===== src/rtl/rvic_axil_arbiter.sv =====
// -----------------------------------------------------------------------------
// rvic_axil_arbiter
//   Round-robin arbiter that shares one AXI-lite slave port among NumReq
//   upstream requesters. Only one transaction is in flight at a time, so no
//   ID tracking is needed. AW and W of a write are granted together; R and B
//   responses are routed back to the granted requester only.
//
// Ports
//   clk, rst_n                    clock, asynchronous active-low reset
//   s_aw*/s_w*/s_ar*              per-requester request channels (flat, req i at slice i)
//   s_r*/s_b*                     per-requester response handshakes, shared data buses
//   m_aw*/m_w*/m_ar*              request channels towards the slave
//   m_r*/m_b*                     response channels from the slave
//   busy_o                        high whenever a transaction is being served
// -----------------------------------------------------------------------------
module rvic_axil_arbiter #(
    parameter int NumReq    = 4,
    parameter int AddrWidth = 64,
    parameter int DataWidth = 64
) (
    input  logic                             clk,
    input  logic                             rst_n,
    // upstream requesters
    input  logic [NumReq*AddrWidth-1:0]      s_awaddr,
    input  logic [NumReq*3-1:0]              s_awsize,
    input  logic [NumReq-1:0]                s_awvalid,
    output logic [NumReq-1:0]                s_awready,
    input  logic [NumReq*DataWidth-1:0]      s_wdata,
    input  logic [NumReq*(DataWidth/8)-1:0]  s_wstrb,
    input  logic [NumReq-1:0]                s_wvalid,
    output logic [NumReq-1:0]                s_wready,
    input  logic [NumReq*AddrWidth-1:0]      s_araddr,
    input  logic [NumReq*3-1:0]              s_arsize,
    input  logic [NumReq-1:0]                s_arvalid,
    output logic [NumReq-1:0]                s_arready,
    output logic [DataWidth-1:0]             s_rdata,
    output logic [1:0]                       s_rresp,
    output logic [NumReq-1:0]                s_rvalid,
    input  logic [NumReq-1:0]                s_rready,
    output logic [1:0]                       s_bresp,
    output logic [NumReq-1:0]                s_bvalid,
    input  logic [NumReq-1:0]                s_bready,
    // downstream slave
    output logic [AddrWidth-1:0]             m_awaddr,
    output logic [2:0]                       m_awsize,
    output logic                             m_awvalid,
    input  logic                             m_awready,
    output logic [DataWidth-1:0]             m_wdata,
    output logic [DataWidth/8-1:0]           m_wstrb,
    output logic                             m_wvalid,
    input  logic                             m_wready,
    output logic [AddrWidth-1:0]             m_araddr,
    output logic [2:0]                       m_arsize,
    output logic                             m_arvalid,
    input  logic                             m_arready,
    input  logic [DataWidth-1:0]             m_rdata,
    input  logic [1:0]                       m_rresp,
    input  logic                             m_rvalid,
    output logic                             m_rready,
    input  logic [1:0]                       m_bresp,
    input  logic                             m_bvalid,
    output logic                             m_bready,
    output logic                             busy_o
);

    localparam int StrbWidth = DataWidth / 8;
    localparam int PtrW      = (NumReq > 1) ? $clog2(NumReq) : 1;

    typedef enum logic [2:0] {
        ST_IDLE    = 3'd0,
        ST_WR_ADDR = 3'd1,
        ST_WR_RESP = 3'd2,
        ST_RD_ADDR = 3'd3,
        ST_RD_RESP = 3'd4
    } state_e;

    state_e          state_q, state_d;
    logic [PtrW-1:0] grant_q, grant_d;
    logic [PtrW-1:0] rr_ptr_q, rr_ptr_d;
    logic            aw_done_q, aw_done_d;
    logic            w_done_q, w_done_d;

    logic [NumReq-1:0] wr_elig_s;
    logic [NumReq-1:0] rd_elig_s;
    logic              found_s;
    logic [PtrW-1:0]   pick_s;
    logic              pick_wr_s;
    logic [PtrW-1:0]   next_ptr_s;
    int                grant_idx_s;

    assign wr_elig_s   = s_awvalid & s_wvalid;
    assign rd_elig_s   = s_arvalid;
    assign grant_idx_s = int'(grant_q);
    assign busy_o      = (state_q != ST_IDLE);

    // Pointer moves to the requester just after the one that was served.
    assign next_ptr_s = (grant_idx_s == NumReq - 1) ? {PtrW{1'b0}} : grant_q + PtrW'(1);

    // Round-robin search: first eligible requester at or after rr_ptr, wrapping.
    // A write-eligible requester is taken as a write even if it also reads.
    always_comb begin
        int  idx;
        logic hit;
        found_s   = 1'b0;
        pick_s    = {PtrW{1'b0}};
        pick_wr_s = 1'b0;
        idx       = 0;
        hit       = 1'b0;
        for (int k = 0; k < NumReq; k++) begin
            idx       = (int'(rr_ptr_q) + k >= NumReq) ? int'(rr_ptr_q) + k - NumReq
                                                       : int'(rr_ptr_q) + k;
            hit       = !found_s && (wr_elig_s[idx] || rd_elig_s[idx]);
            pick_s    = hit ? PtrW'(idx) : pick_s;
            pick_wr_s = hit ? wr_elig_s[idx] : pick_wr_s;
            found_s   = found_s | hit;
        end
    end

    // Next-state logic of the transaction FSM and its bookkeeping registers.
    always_comb begin
        state_d   = state_q;
        grant_d   = grant_q;
        rr_ptr_d  = rr_ptr_q;
        aw_done_d = aw_done_q;
        w_done_d  = w_done_q;
        case (state_q)
            ST_IDLE: begin
                if (found_s) begin
                    grant_d   = pick_s;
                    aw_done_d = 1'b0;
                    w_done_d  = 1'b0;
                    state_d   = pick_wr_s ? ST_WR_ADDR : ST_RD_ADDR;
                end else begin
                    state_d = ST_IDLE;
                end
            end
            ST_WR_ADDR: begin
                // AW and W may complete in either order or in the same cycle.
                aw_done_d = aw_done_q | m_awready;
                w_done_d  = w_done_q | m_wready;
                if (aw_done_d && w_done_d) begin
                    state_d = ST_WR_RESP;
                end else begin
                    state_d = ST_WR_ADDR;
                end
            end
            ST_WR_RESP: begin
                if (m_bvalid && s_bready[grant_idx_s]) begin
                    aw_done_d = 1'b0;
                    w_done_d  = 1'b0;
                    rr_ptr_d  = next_ptr_s;
                    state_d   = ST_IDLE;
                end else begin
                    state_d = ST_WR_RESP;
                end
            end
            ST_RD_ADDR: begin
                if (m_arready) begin
                    state_d = ST_RD_RESP;
                end else begin
                    state_d = ST_RD_ADDR;
                end
            end
            ST_RD_RESP: begin
                if (m_rvalid && s_rready[grant_idx_s]) begin
                    rr_ptr_d = next_ptr_s;
                    state_d  = ST_IDLE;
                end else begin
                    state_d = ST_RD_RESP;
                end
            end
            default: begin
                state_d = ST_IDLE;
            end
        endcase
    end

    // Channel routing: handshakes pass straight through for the granted
    // requester only; payload buses are zero outside the phase that uses them.
    always_comb begin
        s_awready = {NumReq{1'b0}};
        s_wready  = {NumReq{1'b0}};
        s_arready = {NumReq{1'b0}};
        s_rvalid  = {NumReq{1'b0}};
        s_bvalid  = {NumReq{1'b0}};
        s_rdata   = {DataWidth{1'b0}};
        s_rresp   = 2'b00;
        s_bresp   = 2'b00;
        m_awaddr  = {AddrWidth{1'b0}};
        m_awsize  = 3'b000;
        m_awvalid = 1'b0;
        m_wdata   = {DataWidth{1'b0}};
        m_wstrb   = {StrbWidth{1'b0}};
        m_wvalid  = 1'b0;
        m_araddr  = {AddrWidth{1'b0}};
        m_arsize  = 3'b000;
        m_arvalid = 1'b0;
        m_rready  = 1'b0;
        m_bready  = 1'b0;
        case (state_q)
            ST_WR_ADDR: begin
                m_awvalid                = !aw_done_q;
                m_wvalid                 = !w_done_q;
                m_awaddr                 = s_awaddr[grant_idx_s*AddrWidth +: AddrWidth];
                m_awsize                 = s_awsize[grant_idx_s*3 +: 3];
                m_wdata                  = s_wdata[grant_idx_s*DataWidth +: DataWidth];
                m_wstrb                  = s_wstrb[grant_idx_s*StrbWidth +: StrbWidth];
                s_awready[grant_idx_s]   = m_awready & !aw_done_q;
                s_wready[grant_idx_s]    = m_wready & !w_done_q;
            end
            ST_WR_RESP: begin
                m_bready                 = s_bready[grant_idx_s];
                s_bvalid[grant_idx_s]    = m_bvalid;
                s_bresp                  = m_bresp;
            end
            ST_RD_ADDR: begin
                m_arvalid                = 1'b1;
                m_araddr                 = s_araddr[grant_idx_s*AddrWidth +: AddrWidth];
                m_arsize                 = s_arsize[grant_idx_s*3 +: 3];
                s_arready[grant_idx_s]   = m_arready;
            end
            ST_RD_RESP: begin
                m_rready                 = s_rready[grant_idx_s];
                s_rvalid[grant_idx_s]    = m_rvalid;
                s_rdata                  = m_rdata;
                s_rresp                  = m_rresp;
            end
            default: begin
                m_rready = 1'b0;
            end
        endcase
    end

    // State, grant, round-robin pointer and write-phase completion flags.
    always_ff @(posedge clk or negedge rst_n) begin
        if (!rst_n) begin
            state_q   <= ST_IDLE;
            grant_q   <= {PtrW{1'b0}};
            rr_ptr_q  <= {PtrW{1'b0}};
            aw_done_q <= 1'b0;
            w_done_q  <= 1'b0;
        end else begin
            state_q   <= state_d;
            grant_q   <= grant_d;
            rr_ptr_q  <= rr_ptr_d;
            aw_done_q <= aw_done_d;
            w_done_q  <= w_done_d;
        end
    end

endmodule


===== config.mk =====
export PLATFORM = sky130hd
export DESIGN_NAME = rvic_axil_arbiter
export DESIGN_NICKNAME = d
export VERILOG_FILES = /design/src/rtl/rvic_axil_arbiter.sv
export SDC_FILE = /design/constraint.sdc
export NUM_CORES = 1
export LEC_CHECK = 0
export ABC_CLOCK_PERIOD_IN_PS = 3100
export BUFFER_PORTS_ARGS = -buffer_cell sky130_fd_sc_hd__buf_2
export CAP_MARGIN = 10
export CORE_AREA = 8 8 470 472
export CTS_CLUSTER_DIAMETER = 60
export CTS_CLUSTER_SIZE = 28
export DETAILED_ROUTE_END_ITERATION = 8
export DIE_AREA = 0 0 478 480
export PLACE_DENSITY = 0.3
export SKIP_CTS_REPAIR_TIMING = 1
export SLEW_MARGIN = 0
export SYNTH_ARGS = -nofsm -noshare
export SYNTH_HDL_FRONTEND = slang
export SYNTH_SLANG_ARGS = --single-unit

===== constraint.sdc =====
create_clock -name clk -period 3.1 [get_ports clk]
set_input_delay 0.31 -clock clk [delete_from_list [all_inputs] [get_ports clk]]
set_output_delay 0.31 -clock clk [all_outputs]
set_load 0.02 [all_outputs]

Word level (Yosys, flattened, before mapping)
Index checks and enable logic that the tools add are counted.

storage, ports and cells
  input bits = 919
  register bits after elaboration = 9
  word-level logic and storage cells = 150

operators by class
  $lt $le $gt $ge = 10
  add/sub/neg operators = 8
  multiply operators = 1
  bitwise gates (word level) = 13
  equal/unequal tests = 8
  reductions and logical operators = 23
  shift-type cells = 6
  mux-type cells = 76

operator list
  kind                     number
  $shiftx A256 B9 Y64      3
  $mux W64                 4
  $lt A32 B4 Y1 const B    4
  $mux W32                 4
  $ge A32 B4 Y1 const B    3
  $sub A32 B4 Y32 const B  3
  $shiftx A12 B32 Y3       1
  $shiftx A32 B6 Y8        1
  $mux W1                  30
  $mux W2                  13
  $and A4 B4 Y4            6
  $bmux W1 S2              10
  $mux W4                  5
  $pmux W3 S5              1
  $mux W3                  4
  $shiftx A12 B5 Y3        1
  $mux W8                  1
  $logic_and A1 B1 Y1      7
  $add A2 B2 Y3 const B    2
  $eq A3 B2 Y1 const B     2
  $ne A2 B2 Y1 const B     3
  $pmux W1 S3              2
  $reduce_and A3 Y1        2
  $reduce_bool A3 Y1       2
  19 further kinds         31

Logic depth before layout (Yosys ltp)
  depth after elaboration = 18
  mapped depth = 8
  gate-level depth less buffers = 6

Worst setup path before layout
Ideal clock, no wire load.

  path kind = reg-to-output
  from = register grant_q[0]
  to = output m_awaddr[45]
  slack = 0.990 ns
  cell stages (with the launch flop) = 6
  path buffers = 3
  required time = 2.790 ns
  arrival time = 1.800 ns
  cell sequence = dfrtp_1 buf_4 buf_6 buf_2 mux4_2 and2_1

between the ends
  word-level cells in the longest chain between the ends = 2

ends and longest elaborated chain
  what                    RTL line  RTL
  from (decl)             78        logic [PtrW-1:0] grant_q, grant_d;
  from (signal assigned)  238       grant_q <= {PtrW{1'b0}};
  from (signal assigned)  244       grant_q <= grant_d;
  $shiftx A256 B9 Y64     204       m_awaddr = s_awaddr[grant_idx_s*AddrWidth +: AddrWidth];
  $mux W64                200       case (state_q)
  to (decl)               44        output logic [AddrWidth-1:0] m_awaddr,

Every way passes these cells.

Worst setup path in the final report
  from = register state_q[1]
  to = output m_wdata[31]

between the ends
  word-level cells in the longest chain between the ends = 2

ends and longest elaborated chain
  what                    RTL line  RTL
  from (decl)             77        state_e state_q, state_d;
  from (signal assigned)  243       state_q <= state_d;
  $eq A3 B1 Y1            200
  $mux W64                200
  to (decl)               48        output logic [DataWidth-1:0] m_wdata,

Every way passes these cells.

==> results_dict.tcl <==
set metrics [dict create \
    hold_path_class "input pin to flip-flop" \
    switching_share 0.600 \
    start_util 0.0368 \
    layout_setup_ws_ns 0.221 \
    period_share 0.929 \
    ys_seq_area_frac 0.0287 \
    slew-limit-headroom 0.450 \
    setup_viol 0 \
    first_pass_iters 7 \
    drv_cap 0 \
    crit_path_end_kind "output port" \
    crit_required_ns 2.79 \
    synth.avg_cell_area_um2 11.4 \
    cts_htree_levels 1 \
    die_w_um 478 \
    period_minus_slack_ns 2.88 \
    synth_nets 1613 \
    layout.nets 2800 \
    grtUsageTotal 0.148 \
    drc 0 \
    pwr-share-comb 0.951 \
    ys_ff_latch 9 \
    peakVddDrop_mv 0.472 \
    first_global_vias 13800 \
    die_h_um 480 \
    finClkSkew_ns 0.00361 \
    netlist_area_um2 7850 \
    total_power_mw 13.0 \
    cts_tree "built" \
    path_class "flip-flop to output port" \
    maxSlewViolCount 0 \
    rsz0062_at_grt "false" \
    arrival_ns 2.57 \
    drive_gt1_frac 0.794 \
    cts_inserted_buffers 3 \
    coreArea_um2 213000 \
    cts.sinks 9 \
    wl_per_cell_um 37.6 \
    antenna_found_initial 350 \
    synth_most_common_cell "and2_1" \
    fmax_mhz 347 \
    p_leak_nw 8.14 \
    final_antenna_net_count 0 \
    synth_edf_count 0 \
    via_per_inst 2.91 \
    post-synth-top-area-cell "mux4_2" \
    cellPowerDensity_nw_per_um2 715 \
    ios 1219 \
    ys_warn_count 0 \
    worstMarginPinSlew_ns 0.824 \
    cts.clk_slew.worst_paths_ns 0.04 \
    num_rows 170 \
    syn-instance-count 690 \
    cp_max_fo 96 \
    clock_latency_ns 0.24 \
    finalWirelength_mm 180 \
    ys_top_cells_by_area "mux4_2, and2_1, dfrtp_1" \
    place_ws_ns 0.235 \
    grt_pass1_wl_mm 211 \
    seq_power_share 0.031 \
    drt_iter0_markers 944 \
    internal_power_mw 5.18 \
    dieArea_um2 229000 \
    setup-tns-final_ns 0 \
    dr_total_vias 14000 \
    dp_hpwl_mm 172 \
    clockPowerShare 0.018 \
    start_kind "flip-flop" \
    synth_cell_types 44 \
    gr-total-overflow 0 \
    synth-main-ff-cell "dfrtp_1" \
    syn_to_final_growth_pct 131 \
    grt_max_degree 95 \
    cts_buffer_depth 2 \
    gp_congestion 0.903 \
    io_buffers 1218 \
    clock_tree.root_cell "clkbuf_16" \
    async_flop_share 1.00 \
    status "complete, no violations" \
    synth_common_cells "and2_1, mux4_2, clkbuf_1, buf_2, and3_1" \
    finalHoldViolations 0 \
    p_switching_mw 7.78 \
    synth.top_cell.area_share 0.600 \
]
## layout make-up
class,count,area (um2)
multi-input cells,594,7230
inverters,6,22.5
well taps,2838,3550
repair buffers,1263,6790
clock buffers,3,75.1
clock inverters,1,5.00
diodes,88,220
fillers,25100,195000
flip-flops and latches,9,233
## cell usage in the layout, fill, tap and decap left out, types with 2 or more instances in the layout
cell	instances
mux2_4	4
a21oi_1	8
o21a_1	2
and3_1	23
inv_1	6
mux2i_1	4
a2bb2oi_1	2
dfrtp_4	2
nand2_1	12
mux2_2	2
nor2_1	9
clkbuf_16	3
and2_1	275
o211a_1	3
dfrtp_1	7
diode_2	88
o211ai_1	2
o31ai_1	2
ha_1	4
buf_12	26
o21ai_0	8
nand2b_1	2
nand3_1	4
buf_2	1206
mux4_2	209
buf_4	30
## worst paths after layout
| kind | start | end | slack [ns] | depth (start not counted) |
|---|---|---|---|---|
| max | state_q[1]$_DFF_PN0_ | m_wdata[31] | 0.22 | 5 |
| min | m_awready | aw_done_q$_DFFE_PN0P_ | 0.46 | 3 |
| max reg2reg | grant_q[0]$_DFFE_PN0P_ | rr_ptr_q[1]$_DFFE_PN0P_ | 0.63 | 6 |
| min reg2reg | aw_done_q$_DFFE_PN0P_ | aw_done_q$_DFFE_PN0P_ | 0.54 | 2 |
| max in group asynchronous | rst_n | grant_q[1]$_DFFE_PN0P_ | 2.20 | 2 |
| min in group asynchronous | rst_n | grant_q[0]$_DFFE_PN0P_ | 0.62 | 2 |
## metrics by stage
| stage | instances | cell area [um2] | utilization | hold WS (ns) |
|---|---|---|---|---|
| 3_3_place_gp | 4708 | 17800 | 0.0834 | 0.246 |
| 2_1_floorplan | 690 | 7850 | - | 0.0144 |
| 3_5_place_dp | 4708 | 17800 | 0.0834 | 0.242 |
| 5_1_grt | 4730 | 18000 | 0.0841 | 0.494 |
| 4_1_cts | 4712 | 17900 | 0.0838 | -0.0131 |
| 6_report | 4802 | 18100 | 0.0850 | 0.459 |
## cell families after synthesis
logic type | Yosys count | synth area share
compound gates | 35 | 0.0309
fa+ha+maj | 4 | 0.00638
buf+inv | 87 | 0.0513
flops | 9 | 0.0287
mux | 221 | 0.622
simple gates | 334 | 0.261
## state kept, by name (all words and copies together) (netlist names)
| name | count |
|---|---|
| state_q | 3 |
| grant_q | 2 |
| rr_ptr_q | 2 |
| aw_done_q | 1 |
| w_done_q | 1 |
## power groups by stage
stage	sequential (mW)	clock (mW)	combinational (mW)
finish	0.406	0.235	12.3
global route	0.429	0.246	13.1
CTS	0.448	0.242	12.8
detailed placement	0.450	0	12.7
global placement	0.448	0	12.7
floorplan	0.211	0	6.53
## worst max-delay path, stage by stage (launching register included)
cell and delay, ns:
dfrtp_1 0.57, nor3b_2 0.37, buf_12 0.39, buf_4 0.32, and2_1 0.30, buf_2 0.22
## metal layers
layer | vias up | global-route usage | routed length [um]
met2 | 1418 | 0.243 | 80800
met1 | 6601 | 0.174 | 71300
met3 | 528 | 0.0880 | 24100
li1 | 5226 | - | -
met4 | 182 | 0.00959 | 3100
met5 | - | 0 | 1210
Note: power is estimated with default switching activity, not from simulation.
